[src/rtl/serial_subtractor_pkg.sv]
// Shared types and helpers for the bit-serial subtractor.
package sub_pkg;

   localparam int SUB_WIDTH_DEF = 4;

   // RUN and FINISH each own one bit, so Busy and Done come straight off flops.
   typedef enum logic [1:0] {
      IDLE   = 2'b00,
      RUN    = 2'b01,
      FINISH = 2'b10
   } state_t;

   // Signed overflow of a - b: the operand signs differ and the result sign differs from a.
   function automatic logic sub_overflow(input logic a_msb, input logic b_msb, input logic d_msb);
      return (a_msb != b_msb) && (d_msb != a_msb);
   endfunction

endpackage

[src/rtl/serial_subtractor_full_subtractor_bit.sv]
// One-bit full subtractor: d = a - b - bin, with borrow out.
module full_subtractor_bit (
   input  logic a,
   input  logic b,
   input  logic bin,
   output logic d,
   output logic bout
);

   assign d    = a ^ b ^ bin;
   assign bout = (~a & b) | (~(a ^ b) & bin);

endmodule

[src/rtl/serial_subtractor.sv]
// Bit-serial two's-complement subtractor, LSB first, with Start/Busy/Done handshake.
//
// state  | meaning
// -------+--------------------------------------------------------------
// IDLE   | waiting for Start; results hold
// RUN    | one bit per edge while En=1; all state holds while En=0
// FINISH | Done pulse; Start here re-arms immediately without an IDLE gap
module serial_subtractor
   import sub_pkg::*;
#(
   parameter int WIDTH = SUB_WIDTH_DEF,
   parameter int CNT_W = $clog2(WIDTH) + 1
) (
   input  logic             Clk,
   input  logic             Rst_n,
   input  logic             En,
   input  logic             Start,
   input  logic [WIDTH-1:0] A,
   input  logic [WIDTH-1:0] B,
   output logic [WIDTH-1:0] Diff,
   output logic             Borrow,
   output logic             Overflow,
   output logic             Busy,
   output logic             Done
);

   state_t             state;
   logic [CNT_W-1:0]   cnt;
   logic [WIDTH-1:0]   a_sr;
   logic [WIDTH-1:0]   b_sr;
   logic [WIDTH-1:0]   res;
   logic               br;
   logic               a_msb;
   logic               b_msb;
   logic [WIDTH-1:0]   diff_q;
   logic               borrow_q;
   logic               ovf_q;

   logic               d_bit;
   logic               bout_bit;
   logic [WIDTH-1:0]   res_next;
   logic               last_bit;

   // The single bit cell is reused every cycle on the current LSBs and borrow.
   full_subtractor_bit u_fsb (
      .a    (a_sr[0]),
      .b    (b_sr[0]),
      .bin  (br),
      .d    (d_bit),
      .bout (bout_bit)
   );

   assign res_next = {d_bit, res[WIDTH-1:1]};
   assign last_bit = (cnt == CNT_W'(WIDTH - 1));

   // Sequencer, datapath shift registers and result registers.
   always_ff @(posedge Clk or negedge Rst_n) begin
      if (!Rst_n) begin
         state    <= IDLE;
         cnt      <= '0;
         a_sr     <= '0;
         b_sr     <= '0;
         res      <= '0;
         br       <= 1'b0;
         a_msb    <= 1'b0;
         b_msb    <= 1'b0;
         diff_q   <= '0;
         borrow_q <= 1'b0;
         ovf_q    <= 1'b0;
      end else begin
         case (state)
            IDLE, FINISH: begin
               if (Start) begin
                  a_sr  <= A;
                  b_sr  <= B;
                  a_msb <= A[WIDTH-1];
                  b_msb <= B[WIDTH-1];
                  res   <= '0;
                  br    <= 1'b0;
                  cnt   <= '0;
                  state <= RUN;
               end else begin
                  state <= IDLE;
               end
            end
            RUN: begin
               if (En) begin
                  res  <= res_next;
                  a_sr <= a_sr >> 1;
                  b_sr <= b_sr >> 1;
                  br   <= bout_bit;
                  cnt  <= cnt + CNT_W'(1);
                  if (last_bit) begin
                     diff_q   <= res_next;
                     borrow_q <= bout_bit;
                     ovf_q    <= sub_overflow(a_msb, b_msb, d_bit);
                     state    <= FINISH;
                  end
               end
            end
            default: state <= IDLE;
         endcase
      end
   end

   assign Diff     = diff_q;
   assign Borrow   = borrow_q;
   assign Overflow = ovf_q;
   assign Busy     = state[0];
   assign Done     = state[1];

endmodule

[config.mk]
export PLATFORM = sky130hd
export DESIGN_NAME = serial_subtractor
export DESIGN_NICKNAME = d
export VERILOG_FILES = /design/src/rtl/serial_subtractor_pkg.sv /design/src/rtl/serial_subtractor_full_subtractor_bit.sv /design/src/rtl/serial_subtractor.sv
export SDC_FILE = /design/constraint.sdc
export NUM_CORES = 1
export LEC_CHECK = 0
export BUFFER_PORTS_ARGS = -buffer_cell sky130_fd_sc_hd__buf_2
export CORE_UTILIZATION = 52
export CTS_BUF_LIST = sky130_fd_sc_hd__clkbuf_4
export CTS_CLUSTER_SIZE = 25
export DETAILED_ROUTE_END_ITERATION = 6
export PLACE_DENSITY = 0.77
export SLEW_MARGIN = 20
export SYNTH_ARGS = -nofsm -noshare
export SYNTH_HDL_FRONTEND = slang
export SYNTH_SLANG_ARGS = --single-unit
[constraint.sdc]
create_clock -name Clk -period 1.3 [get_ports Clk]
set_input_delay 0.39 -clock Clk [delete_from_list [all_inputs] [get_ports Clk]]
set_output_delay 0.39 -clock Clk [all_outputs]
set_load 0.1 [all_outputs]
==> out/results.ini <==
[cts]
cts_num_sinks = 25
clock_slew_at_reported_path_ffs_ns = 0.14
cts.path.max_buffers = 2
cts_htree_levels = 1
tritoncts_clock_tree = built
clock_root_buffer = sky130_fd_sc_hd__clkbuf_4
clock_insertion_delay_worst_skew_ns = 0.32
cts-buffers-inserted = 3

[power]
power_leakage_nw = 0.858
sw_frac_of_total = 0.425
p_seq_frac = 0.303
internal-power_w = 0.00258
power.density_nw_per_um2 = 2620
comb_power_share = 0.619
ir_worst_vdd_mv = 1.78
power_frac_clock = 0.078
power.net_switching_w = 0.00190

[setup_path]
critPathKind = flip-flop to output port
cp-start-kind = flip-flop
arrival_time_at_the_worst_endpoint_ns = 1.13
reg2reg_from = state[1]$_DFFE_PN0P_
r2r_slack_ns = -0.21
end_kind = output port
rr_worst_depth = 4
crit_required_ns = 0.91
r2r-end = Diff[3]$_DFFE_PN0P_
critical_path_peak_fanout = 4

[logic_synthesis]
cell_area_after_synthesis_um2 = 1210
yosys.cell_count.top_type = sky130_fd_sc_hd__dfrtp_1
synth.yosys.warnings = 0
ys_types = 21
synth_ff_type = sky130_fd_sc_hd__dfrtp_1
synth_sequential_area_ratio = 0.516
edff_count_synth = 0
synth_top_area_frac = 0.516
synth_top_cells_by_count = sky130_fd_sc_hd__dfrtp_1, sky130_fd_sc_hd__nand2_1, sky130_fd_sc_hd__mux2_4, sky130_fd_sc_hd__o21ai_0, sky130_fd_sc_hd__inv_1
netlist_instances = 99
synth_top_area_cell = sky130_fd_sc_hd__dfrtp_1
synthArstFlopShare = 1.00
mapped_avg_cell_area_um2 = 12.2
ys_top_cells_by_area = sky130_fd_sc_hd__dfrtp_1, sky130_fd_sc_hd__mux2_4, sky130_fd_sc_hd__nand2_1
syn-num-nets = 114
postSynthRegisterBits = 25

[layout]
p_r_area_growth_vs_syn_pct = 40.9
final.fill_count = 141
final_area_um2 = 1710
layout_cell_share_with_drive_strength_beyond_1 = 0.514
n_antenna_cell = 0
final_cell_count_no_fill = 170
net_count_final = 158

[global_routing]
global_route_wire_length_before_repair_um = 3860
maximum_number_of_pins_on_one_net_before_global_route_repair = 16
grtUsageTotal = 0.211
first_global_vias = 858
number_of_antenna_violations_at_the_first_check_in_global_routing = 0
grt.overflow.total = 0

[timing]
final-setup-viol-count = 24
normalized_max_slew_margin = 0.841
grt_setup_unrepaired = true
post-route-period-util = 1.17
timing_hold_violations_final = 0
setup_tns_final_ns = -2.74
final_count_of_pins_violating_max_slew = 0
final_worst_clock_skew_ns = 0.0124
finalWorstPathRequiredPeriod_ns = 1.52
worst_slew_pin_slew_ns = 0.237
maxClockFrequency_mhz = 658
final_critical_path_setup_slack_ns = -0.219

[run_status]
violations = negative setup slack
run_status = finished, violations left

[floorplan]
die_x_um = 50.3
top_level_ports = 20
core-area_um2 = 2210
die_height_um = 50.3
initial_utilization = 0.548
num_rows = 17
dieArea_um2 = 2530

[routing]
drt-vias-per-instance = 5.21
drc = 0
antenna_violating_nets_post_route = 0
first_iter_violations = 12
drtPass1Iterations = 4
detailroute.via_count = 886
route.detailed.wl_per_inst_um = 15.1
finalWirelength_um = 2560

[place]
hpwl_um = 1790
detailed_place.area_um2 = 1530
placement.io_buffers = 19
place.detailed.instances = 155
gp_routability_congestion = 0.784

[flow_run]
max_cap_violations = 0

[worst_hold_path]
worst_hold_path.endpoint = a_sr[3]$_DFFE_PN0P_
min_path_cells = 3
hp-start = A[3]
worst_hold_path_type = primary input to flip-flop

[critical path: stages (launching register included)]
cell                      delay (ns)
sky130_fd_sc_hd__dfrtp_4        0.53
sky130_fd_sc_hd__buf_6          0.14
sky130_fd_sc_hd__buf_12         0.15
[flip-flops by register name, summed over array words and instances, names as in the netlist]
| register | flops |
|---|---|
| Diff | 4 |
| br | 1 |
| cnt | 3 |
| a_msb | 1 |
| res | 3 |
| b_msb | 1 |
| b_sr | 4 |
| Overflow | 1 |
| Borrow | 1 |
| a_sr | 4 |
| state | 2 |
[cell usage in the layout (no fill, tap or decap), types with 2 or more instances in the layout]
cell type	n
sky130_fd_sc_hd__nand2b_4	2
sky130_fd_sc_hd__mux2i_1	2
sky130_fd_sc_hd__inv_2	2
sky130_fd_sc_hd__clkbuf_4	3
sky130_fd_sc_hd__dfrtp_4	2
sky130_fd_sc_hd__nor2_1	3
sky130_fd_sc_hd__ha_4	2
sky130_fd_sc_hd__buf_6	6
sky130_fd_sc_hd__nand3_1	4
sky130_fd_sc_hd__nand2_1	13
sky130_fd_sc_hd__o21ai_0	4
sky130_fd_sc_hd__buf_4	18
sky130_fd_sc_hd__buf_2	11
sky130_fd_sc_hd__mux2_4	13
sky130_fd_sc_hd__inv_1	5
sky130_fd_sc_hd__dfrtp_1	23
sky130_fd_sc_hd__nand4b_1	5
sky130_fd_sc_hd__buf_12	8
sky130_fd_sc_hd__o21ai_1	5
[metrics by stage]
stage / total power (W) / setup WS [ns] / hold WS (ns) / util
finish: 0.00448 / -0.219 / 0.274 / 0.772
CTS: 0.00433 / -0.206 / 0.281 / 0.737
floorplan: 0.00304 / -0.358 / 0.0944 / -
detailed placement: 0.00382 / -0.138 / 0.331 / 0.690
global route: 0.00471 / -0.268 / 0.283 / 0.772
global placement: 0.00370 / -0.0798 / 0.323 / 0.690
[per-layer routing]
| layer | global-route usage | wire length, um | vias to the layer above | part of all wire |
|---|---|---|---|---|
| li1 | - | - | 420 | - |
| met1 | 0.268 | 1080 | 434 | 0.42 |
| met2 | 0.362 | 1380 | 28 | 0.54 |
| met3 | 0.0303 | 76 | 4 | 0.030 |
| met4 | 0.0762 | 32 | 0 | 0.012 |
| met5 | 0 | 0 | - | 0 |
[area by class of cell]
type                    count  area (um^2)  area share
inverters                   7         26.3      0.0154
clock buffers               3         22.5      0.0132
flip-flops and latches     25          633       0.371
repair buffers             44          428       0.251
multi-input cells          62          558       0.327
clock inverters             1         5.00     0.00293
well taps                  28         35.0      0.0205
[power by group through the flow]
stage          Clock (W)  Sequential (W)  Combinational [W]
3_3_place_gp           0         0.00136            0.00234
2_1_floorplan          0         0.00190            0.00114
4_1_cts         0.000344         0.00134            0.00264
6_report        0.000349         0.00136            0.00278
3_5_place_dp           0         0.00138            0.00244
5_1_grt         0.000379         0.00139            0.00294
[how the worst max path moves through the flow]
stage	from	end	slack [ns]
global route	state[1]$_DFFE_PN0P_	Overflow$_DFFE_PN0P_	-0.27
CTS	state[1]$_DFFE_PN0P_	Done	-0.21
floorplan	state[0]$_DFFE_PN0P_	a_sr[0]$_DFFE_PN0P_	-0.36
detailed placement	br$_DFFE_PN0P_	Overflow$_DFFE_PN0P_	-0.14
finish	state[1]$_DFFE_PN0P_	Done	-0.22
global placement	br$_DFFE_PN0P_	Overflow$_DFFE_PN0P_	-0.08
[cell families after synthesis]
kind of cell | synth area share
buffers and inverters | 0.0619
muxes | 0.174
and+or+nand+nor | 0.165
adders and majority gates | 0.0371
AOI/OAI and AO/OA | 0.0454
DFF | 0.516
[repair_timing]
item,4_1_cts,5_1_grt
pin swaps,3,1
hold endpoints to repair,10,0
hold buffers,1,0
gates resized for setup,10,10
cloned,0,1
endpoints found under the setup margin,24,27
setup buffers,5,4
Power figures use the tool's default switching activity.
